==> src/rtl/ez8_mem_pkg.sv <==
// ---------------------------------------------------------------------------
// ez8_mem_pkg
// Shared definitions for the data-memory port arbiter:
//   - ADDR_W / DATA_W : 8-bit address and data widths of the memory port
//   - GP_BASE_DEFAULT : lowest general-purpose address; everything below is
//                       status/bank/interrupt registers that DMA must not touch
//   - arb_state_t     : arbiter ownership state (IDLE, DMA, DRAIN)
// ---------------------------------------------------------------------------
package ez8_mem_pkg;

  localparam int ADDR_W = 8;
  localparam int DATA_W = 8;

  localparam logic [ADDR_W-1:0] GP_BASE_DEFAULT = 8'h10;

  // IDLE  : CPU owns the memory port
  // DMA   : DMA burst in progress, CPU stalled
  // DRAIN : one hand-back cycle so the CPU read address is re-presented
  typedef enum logic [1:0] {
    IDLE  = 2'd0,
    DMA   = 2'd1,
    DRAIN = 2'd2
  } arb_state_t;

endpackage

==> src/rtl/mem_arbiter.sv <==
// ---------------------------------------------------------------------------
// mem_arbiter
// Shares the single data-memory read/write port between the CPU pipeline and
// one DMA-style requester. The CPU owns the port by default; DMA gets bounded
// bursts of at most MAX_BURST accesses, separated by at least CPU_SLOT
// CPU-owned cycles. The CPU is stalled during a burst, and the read data for
// the CPU's last pre-burst read is held until the CPU resumes.
//
// Parameters:
//   MAX_BURST : max consecutive DMA accesses per grant (1..255)
//   CPU_SLOT  : min CPU-owned cycles between bursts (0..255)
//   GP_BASE   : lowest address DMA may touch
//
// Ports:
//   clk, reset                    : clock, synchronous active-high reset
//   cpu_readaddr/writeaddr/
//   cpu_writedata/cpu_write_en    : CPU side memory request
//   cpu_readdata, cpu_stall       : CPU read return and stall
//   dma_req/addr/wdata/we         : DMA request, held until accepted
//   dma_gnt                       : access accepted when dma_req && dma_gnt
//   dma_rvalid, dma_rdata         : DMA read return, one cycle after accept
//   dma_err                       : access below GP_BASE (dropped), rvalid timing
//   mem_readaddr/writeaddr/
//   mem_writedata/mem_write_en    : to memory controller
//   mem_readdata                  : from memory controller, 1-cycle latency
//   stall_cycles                  : saturating stall-cycle counter, present
//                                   only when MEM_ARB_STALL_CNT_EN is defined
// ---------------------------------------------------------------------------
module mem_arbiter
  import ez8_mem_pkg::*;
#(
  parameter int unsigned       MAX_BURST = 8,
  parameter int unsigned       CPU_SLOT  = 2,
  parameter logic [ADDR_W-1:0] GP_BASE   = GP_BASE_DEFAULT
) (
  input  logic              clk,
  input  logic              reset,
  input  logic [ADDR_W-1:0] cpu_readaddr,
  input  logic [ADDR_W-1:0] cpu_writeaddr,
  input  logic [DATA_W-1:0] cpu_writedata,
  input  logic              cpu_write_en,
  output logic [DATA_W-1:0] cpu_readdata,
  output logic              cpu_stall,
  input  logic              dma_req,
  input  logic [ADDR_W-1:0] dma_addr,
  input  logic [DATA_W-1:0] dma_wdata,
  input  logic              dma_we,
  output logic              dma_gnt,
  output logic              dma_rvalid,
  output logic [DATA_W-1:0] dma_rdata,
  output logic              dma_err,
  output logic [ADDR_W-1:0] mem_readaddr,
  output logic [ADDR_W-1:0] mem_writeaddr,
  output logic [DATA_W-1:0] mem_writedata,
  output logic              mem_write_en,
`ifdef MEM_ARB_STALL_CNT_EN
  output logic [15:0]       stall_cycles,
`endif
  input  logic [DATA_W-1:0] mem_readdata
);

  localparam logic [7:0] SLOT_MIN   = 8'(CPU_SLOT);
  localparam logic [7:0] BURST_LAST = 8'(MAX_BURST - 1);

  arb_state_t        state;
  logic [7:0]        slot_cnt;
  logic [7:0]        burst_cnt;
  logic [DATA_W-1:0] hold;
  logic              hold_valid;
  logic              first_dma;
  logic              rvalid_q;
  logic              err_q;

  logic accept;
  logic dma_low;

  assign accept  = (state == DMA) && dma_req;
  assign dma_low = (dma_addr < GP_BASE);

  assign cpu_stall    = (state != IDLE);
  assign dma_gnt      = (state == DMA);
  assign dma_rvalid   = rvalid_q;
  assign dma_err      = err_q;
  // Protected-region reads return zero so register contents never leak to DMA.
  assign dma_rdata    = (rvalid_q && !err_q) ? mem_readdata : '0;
  assign cpu_readdata = hold_valid ? hold : mem_readdata;

  // Memory port mux. CPU addresses are the default so DRAIN re-presents the
  // CPU read address; only an accepted, in-range DMA write may reach memory.
  always_comb begin
    // NOTE: every output gets a default first so no path leaves it unassigned (no latch).
    mem_readaddr  = cpu_readaddr;
    mem_writeaddr = cpu_writeaddr;
    mem_writedata = cpu_writedata;
    mem_write_en  = 1'b0;
    case (state)
      IDLE: mem_write_en = cpu_write_en;
      DMA: begin
        mem_readaddr  = dma_addr;
        mem_writeaddr = dma_addr;
        mem_writedata = dma_wdata;
        mem_write_en  = accept && dma_we && !dma_low;
      end
      default: mem_write_en = 1'b0;
    endcase
  end

  // NOTE: all sequential state uses non-blocking assignment so every register
  // samples the pre-edge values, independent of statement order.
  always_ff @(posedge clk) begin
    if (reset) begin
      state      <= IDLE;
      slot_cnt   <= '0;
      burst_cnt  <= '0;
      hold       <= '0;
      hold_valid <= 1'b0;
      first_dma  <= 1'b0;
      rvalid_q   <= 1'b0;
      err_q      <= 1'b0;
    end else begin
      rvalid_q  <= accept && !dma_we;
      err_q     <= accept && dma_low;
      first_dma <= 1'b0;
      case (state)
        IDLE: begin
          if (slot_cnt != 8'hFF) slot_cnt <= slot_cnt + 8'd1;
          // Held data is only needed through the first cycle back in IDLE.
          hold_valid <= 1'b0;
          if (dma_req && (slot_cnt >= SLOT_MIN)) begin
            state     <= DMA;
            burst_cnt <= '0;
            first_dma <= 1'b1;
          end
        end
        DMA: begin
          // The read issued in the last IDLE cycle returns now; keep it for the CPU.
          if (first_dma) begin
            hold       <= mem_readdata;
            hold_valid <= 1'b1;
          end
          if (accept) burst_cnt <= burst_cnt + 8'd1;
          // In DMA, accept == dma_req, so the count limit only triggers on an accept.
          if (!dma_req || (burst_cnt == BURST_LAST)) state <= DRAIN;
        end
        DRAIN: begin
          state    <= IDLE;
          slot_cnt <= '0;
        end
        default: state <= IDLE;
      endcase
    end
  end

`ifdef MEM_ARB_STALL_CNT_EN
  always_ff @(posedge clk) begin
    if (reset) begin
      stall_cycles <= '0;
    end else if (cpu_stall && (stall_cycles != 16'hFFFF)) begin
      stall_cycles <= stall_cycles + 16'd1;
    end
  end
`endif

endmodule

==> config.mk <==
export PLATFORM = sky130hd
export DESIGN_NAME = mem_arbiter
export DESIGN_NICKNAME = d
export VERILOG_FILES = /design/src/rtl/ez8_mem_pkg.sv /design/src/rtl/mem_arbiter.sv
export SDC_FILE = /design/constraint.sdc
export NUM_CORES = 1
export LEC_CHECK = 0
export CAP_MARGIN = 20
export CORE_UTILIZATION = 30
export CTS_CLUSTER_DIAMETER = 80
export DETAILED_ROUTE_END_ITERATION = 7
export DONT_BUFFER_PORTS = 1
export GPL_ROUTABILITY_DRIVEN = 1
export GPL_TIMING_DRIVEN = 0
export SLEW_MARGIN = 40
export SYNTH_ARGS = -nofsm -noshare
export SYNTH_HDL_FRONTEND = slang
export SYNTH_SLANG_ARGS = --single-unit
==> constraint.sdc <==
create_clock -name clk -period 4.41 [get_ports clk]
set_input_delay 0.441 -clock clk [delete_from_list [all_inputs] [get_ports clk]]
set_output_delay 0.441 -clock clk [all_outputs]
set_load 0.01 [all_outputs]
; Word level (Yosys, flattened, before mapping)
; Index checks and enable logic that the tools add are counted.
[totals]
ramBits = 0
output_inout_bits = 45
memories = 0
elab_cells = 61
in_bits = 53
regBits = 30
rom_bits = 0
latchBits = 0
[op_classes]
add_sub_neg = 2
n_reduce_logical = 22
n_eq_ne = 9
n_lt_le_gt_ge = 2
n_div = 0
shift = 0
muxes = 17
n_mul = 0
n_bitwise = 1
[ops]
columns = cell, count
row1 = 8-bit 2-to-1 mux, 8
row2 = 8-bit case mux with 2 select lines, 2
row3 = 8-bit by 1-bit adder with 8-bit output (second input constant), 2
row4 = 8-bit by 3-bit == test with 1-bit output (second input constant), 1
row5 = 8-bit by 2-bit greater-or-equal comparator with 1-bit output (second input constant), 1
row6 = 8-bit by 5-bit less-than comparator with 1-bit output (second input constant), 1
row7 = 8-bit != test (second input constant), 1
row8 = 2-bit AND reduction, 4
row9 = 1-bit logical AND, 7
row10 = 2-bit by 1-bit != test with 1-bit output (second input constant), 3
row11 = 2-bit nonzero test, 3
row12 = 1-bit zero test, 4
row13 = 2-bit 2-to-1 mux, 2
row14 = 2-bit != test (second input constant), 2
row15 = 1-bit case mux with 2 select lines, 2
row16 = 2-bit case mux with 2 select lines, 1
row17 = 3-bit AND reduction, 1
row18 = 2-bit by 1-bit == test with 1-bit output (second input constant), 1
row19 = 2-bit == test (second input constant), 1
row20 = 2-bit zero test, 1
row21 = 1-bit 2-to-1 mux, 2
row22 = 2-bit OR reduction, 1
row23 = 1-bit logical OR, 1
row24 = 1-bit NOT, 1

; Longest topological paths before layout
[depth]
word_depth = 5
mapped_depth = 6
ltp_nobuf = 6

; Worst setup path after synthesis
; Ideal clock, no wire load.
[synth_path]
kind = register to register
from = reg slot_cnt[0]
to = reg burst_cnt[7]
setup_ns = 0.125
path_stages_with_launch = 7
required_ns = 4.285
path_buffers = 0
period_less_slack_ns = 1.716
t_arrival_ns = 1.591
slack_ns = 2.694
cell_sequence = dfxtp_1 inv_1 ha_1 or4_4 o311ai_4 or4_1 a21oi_1
[synth_via]
elab_chain_cells = 4
[synth_lines]
columns = item, line_no
row1 = "start, declared", mem_arbiter.sv:66  ; logic [7:0] slot_cnt;
row2 = "start signal, assigned", mem_arbiter.sv:126  ; if (slot_cnt != 8'hFF) slot_cnt <= slot_cnt + 8'd1;
row3 = 8-bit by 2-bit greater-or-equal comparator with 1-bit output, mem_arbiter.sv:129  ; if (dma_req && (slot_cnt >= SLOT_MIN)) begin
row4 = 1-bit logical AND, mem_arbiter.sv:129
row5 = 2-bit != test (no line), -
row6 = 3-bit AND reduction (no line), -
row7 = "end signal, assigned", mem_arbiter.sv:141  ; if (accept) burst_cnt <= burst_cnt + 8'd1;
row8 = "end, declared", mem_arbiter.sv:67  ; logic [7:0] burst_cnt;
; No other way between the ends.
; A chain may end at the register's enable or synchronous reset.

; Final worst setup path
[layout_path]
from = reg state[0]
to = out mem_readaddr[1]
[layout_via]
elab_chain_cells = 2
[layout_lines]
columns = item, line_no
row1 = "start, declared", mem_arbiter.sv:65  ; arb_state_t state;
row2 = "start signal, assigned", mem_arbiter.sv:112  ; state <= IDLE;
row3 = "start signal, assigned", mem_arbiter.sv:130  ; state <= DMA;
row4 = "start signal, assigned", mem_arbiter.sv:143  ; if (!dma_req || (burst_cnt == BURST_LAST)) state <= DRAIN;
row5 = 2-bit by 1-bit == test with 1-bit output, mem_arbiter.sv:96  ; case (state)
row6 = 8-bit 2-to-1 mux, mem_arbiter.sv:96
row7 = "end, declared", mem_arbiter.sv:52  ; output logic [ADDR_W-1:0] mem_readaddr,
; No other way between the ends.

==> run_results.csv <==
group,metric,value,unit
yosys,synth_top_flop_cell,"dfxtp_1",
placement,hpwlAfterDp,3390,um
layout,finalNetCount,308,
route,vias_per_cell,5.18,
sta,finalSetupTns,0,ps
pwr,p_leak,0.000804,uW
layout,area_delta_synth_final,10.2,%
global_routing,grt_use_total,14.4,%
job,max-cap-violations,0,
die,die_x,79.0,um
critical_path,cp_max_fo,10,
cts,cts_setup_buffers,0,
sta,finalCritPeriodShare,53.9,%
sta,tightestPinTransition,509,ps
placement,place.gp.congestion,0.872,
pwr,p_comb_share,35.5,%
sta,timing.final.crit_period,2380,ps
hold_path,hp-class,"in2reg",
cts,cts-htree-levels,2,
yosys,postSynthNetCount,301,
route,drtAntennaViolNets,0,
die,ios,98,
cts,clockBufferDepth,2,
sta,finClkSkew,8.14,ps
global_routing,first_global_vias,1424,
pwr,vdd.ir_drop.worst,0.152,mV
yosys,yosys_warnings,0,
global_routing,grt_start_max_net_pins,11,
die,dieArea,6240,sq um
yosys,yosysUniqueCellTypes,36,
sta,rsz0062_at_grt,"no",
layout,area.sequential,601,sq um
pwr,seqPwrFrac,37.4,%
pwr,p_per_area,426,nW/um^2
sta,setup_viol,0,
layout,diodes,0,
yosys,synth_area,1780,sq um
yosys,synth_top_area_share,33.8,%
yosys,synth_common_cells,"82 x nand2_1, 30 x dfxtp_1, 18 x a21oi_1",
sta,relSlewSlack,66.1,%
critical_path,cp_data_required_time,3970,ps
pwr,p_int,507,uW
status,run_status,"completed",
layout,final_core_util,34.9,%
cts,cts_sinks,30,
yosys,ys_top_cells_by_area,"dfxtp_1 34%, nand2_1 17%, a21oi_1 5.1%",
cts,ctsResizeCount,0,
die,fp.dieH,79.0,um
critical_path,cp-end-kind,"output port",
critical_path,worstPathArrival,1930,ps
die,start_util,31.7,%
die,coreArea,5610,sq um
critical_path,path_class,"reg2out",
route,wl_per_cell,13.6,um
cts,hold_buffers,0,
sta,max_freq,421,MHz
sta,slew_viol_final,0,
route,route.detailed.drc,0,
yosys,syn_area_per_cell,7.26,sq um
pwr,clockPowerShare,27.1,%
layout,drive_gt1_share,9.88,%
yosys,async_flop_share,0,%
route,dr.pass1.iters,4,
placement,io_buffers,0,
yosys,syn_inst,245,
yosys,yosysMostFrequentCell,"nand2_1",
hold_path,hold_path_depth,1,
global_routing,grt_pass1_wl,6600,um
cts,clockRootBuffer,"clkbuf_8",
sta,finalHoldViolations,0,
yosys,ys_ff_latch,30,
pwr,p_sw,328,uW
cts,cts_tree,"yes",
yosys,synth_largest_area_cell,"dfxtp_1",
layout,multi_input_area,1100,sq um
critical_path,reg2regPathDepth,6,
route,wl,4420,um
cts,worstSkewPairLatency,280,ps
route,dr_total_vias,1683,
global_routing,overflow,0,
die,rows,27,
layout,fill_cells,608,
yosys,synth-edff-count,0,
pwr,swShare,39.3,%
yosys,ys_seq_area_share,33.8,%
cts,path_clk_slew,70,ps
cts,numCtsBuffers,5,
critical_path,start_kind,"register",
route,drtIter0Drc,87,
global_routing,antenna_found_initial,0,
-- routing by layer --
metal,track usage (%),vias up,wire length [um],part of all wire [%]
li1,-,853,-,-
met1,16.0,749,1880,42
met2,23.8,75,2060,47
met3,4.48,6,384,8.7
met4,8.73,0,99,2.2
met5,0,-,0,0
-- worst paths after layout --
kind | endpoint | slack (ps) | start
hold reg to reg | hold[3] | 450 | hold[3]
hold / removal | dma_rvalid | 230 | dma_we
setup / recovery | mem_readaddr[1] | 2030 | state[0]
setup reg to reg | burst_cnt[7] | 2520 | slot_cnt[0]
-- metrics by stage --
step / total power (uW) / instances / cell area (sq um) / setup WS, ps / hold WS, ps
floorplan: 557 / 245 / 1780 / 2690 / 433
global placement: 614 / 317 / 1870 / 2350 / 439
detailed placement: 617 / 317 / 1870 / 2330 / 447
CTS: 846 / 325 / 1960 / 2020 / 222
global route: 891 / 325 / 1960 / 1920 / 225
finish: 835 / 325 / 1960 / 2030 / 231
-- logic make-up after synthesis --
kind of cell             synth area share [%]
multiplexers                             7.32
AO/OA/AOI/OAI                            12.9
AND/OR/NAND/NOR                          37.9
flip-flops                               33.8
adder cells (fa/ha/maj)                  2.11
XOR/XNOR                                 1.97
buffers and inverters                    4.08
-- state kept, by name (all words and copies together), names as in the netlist --
signal,cells
first_dma,1
slot_cnt,8
state,2
dma_err,1
hold,8
dma_rvalid,1
hold_valid,1
burst_cnt,8
-- layout make-up --
type | count | share of cell area, %
clock buffer | 7 | 4.41
multi-input combinational | 197 | 56.4
buffer | 12 | 2.55
clock inverter | 1 | 0.255
sequential | 30 | 30.7
inverter | 6 | 1.15
tap | 72 | 4.60
-- cells in the final DEF, fill, tap and decap left out, types with 2 or more instances in the layout --
master	instances
mux2_2	8
nand4_1	2
nand4b_1	2
xnor2_1	2
or4_4	2
a21oi_1	18
ha_1	3
nor2_1	12
mux2i_1	4
inv_1	5
nor2b_1	2
nor3_1	9
clkbuf_1	8
dfxtp_1	30
buf_2	4
clkbuf_8	6
o31ai_1	3
and2_1	9
o32ai_1	3
or4_1	4
xor2_1	2
nand2b_1	4
nand3_1	15
nand2_1	82
-- worst max-delay path: stages (launching register included) --
cell and delay, ps:
dfxtp_1 370, buf_2 240, nand2_1 290, inv_2 250
buf_2 270, nand2_1 100, nand2_1 130
-- power by group through the flow --
stage               sequential, uW  combinational, uW  clock (uW)
floorplan                      312                245           0
global placement               318                296           0
detailed placement             318                299           0
CTS                            312                299         235
global route                   316                325         250
finish                         312                297         226
No activity file was read; power rests on OpenSTA's default activity.
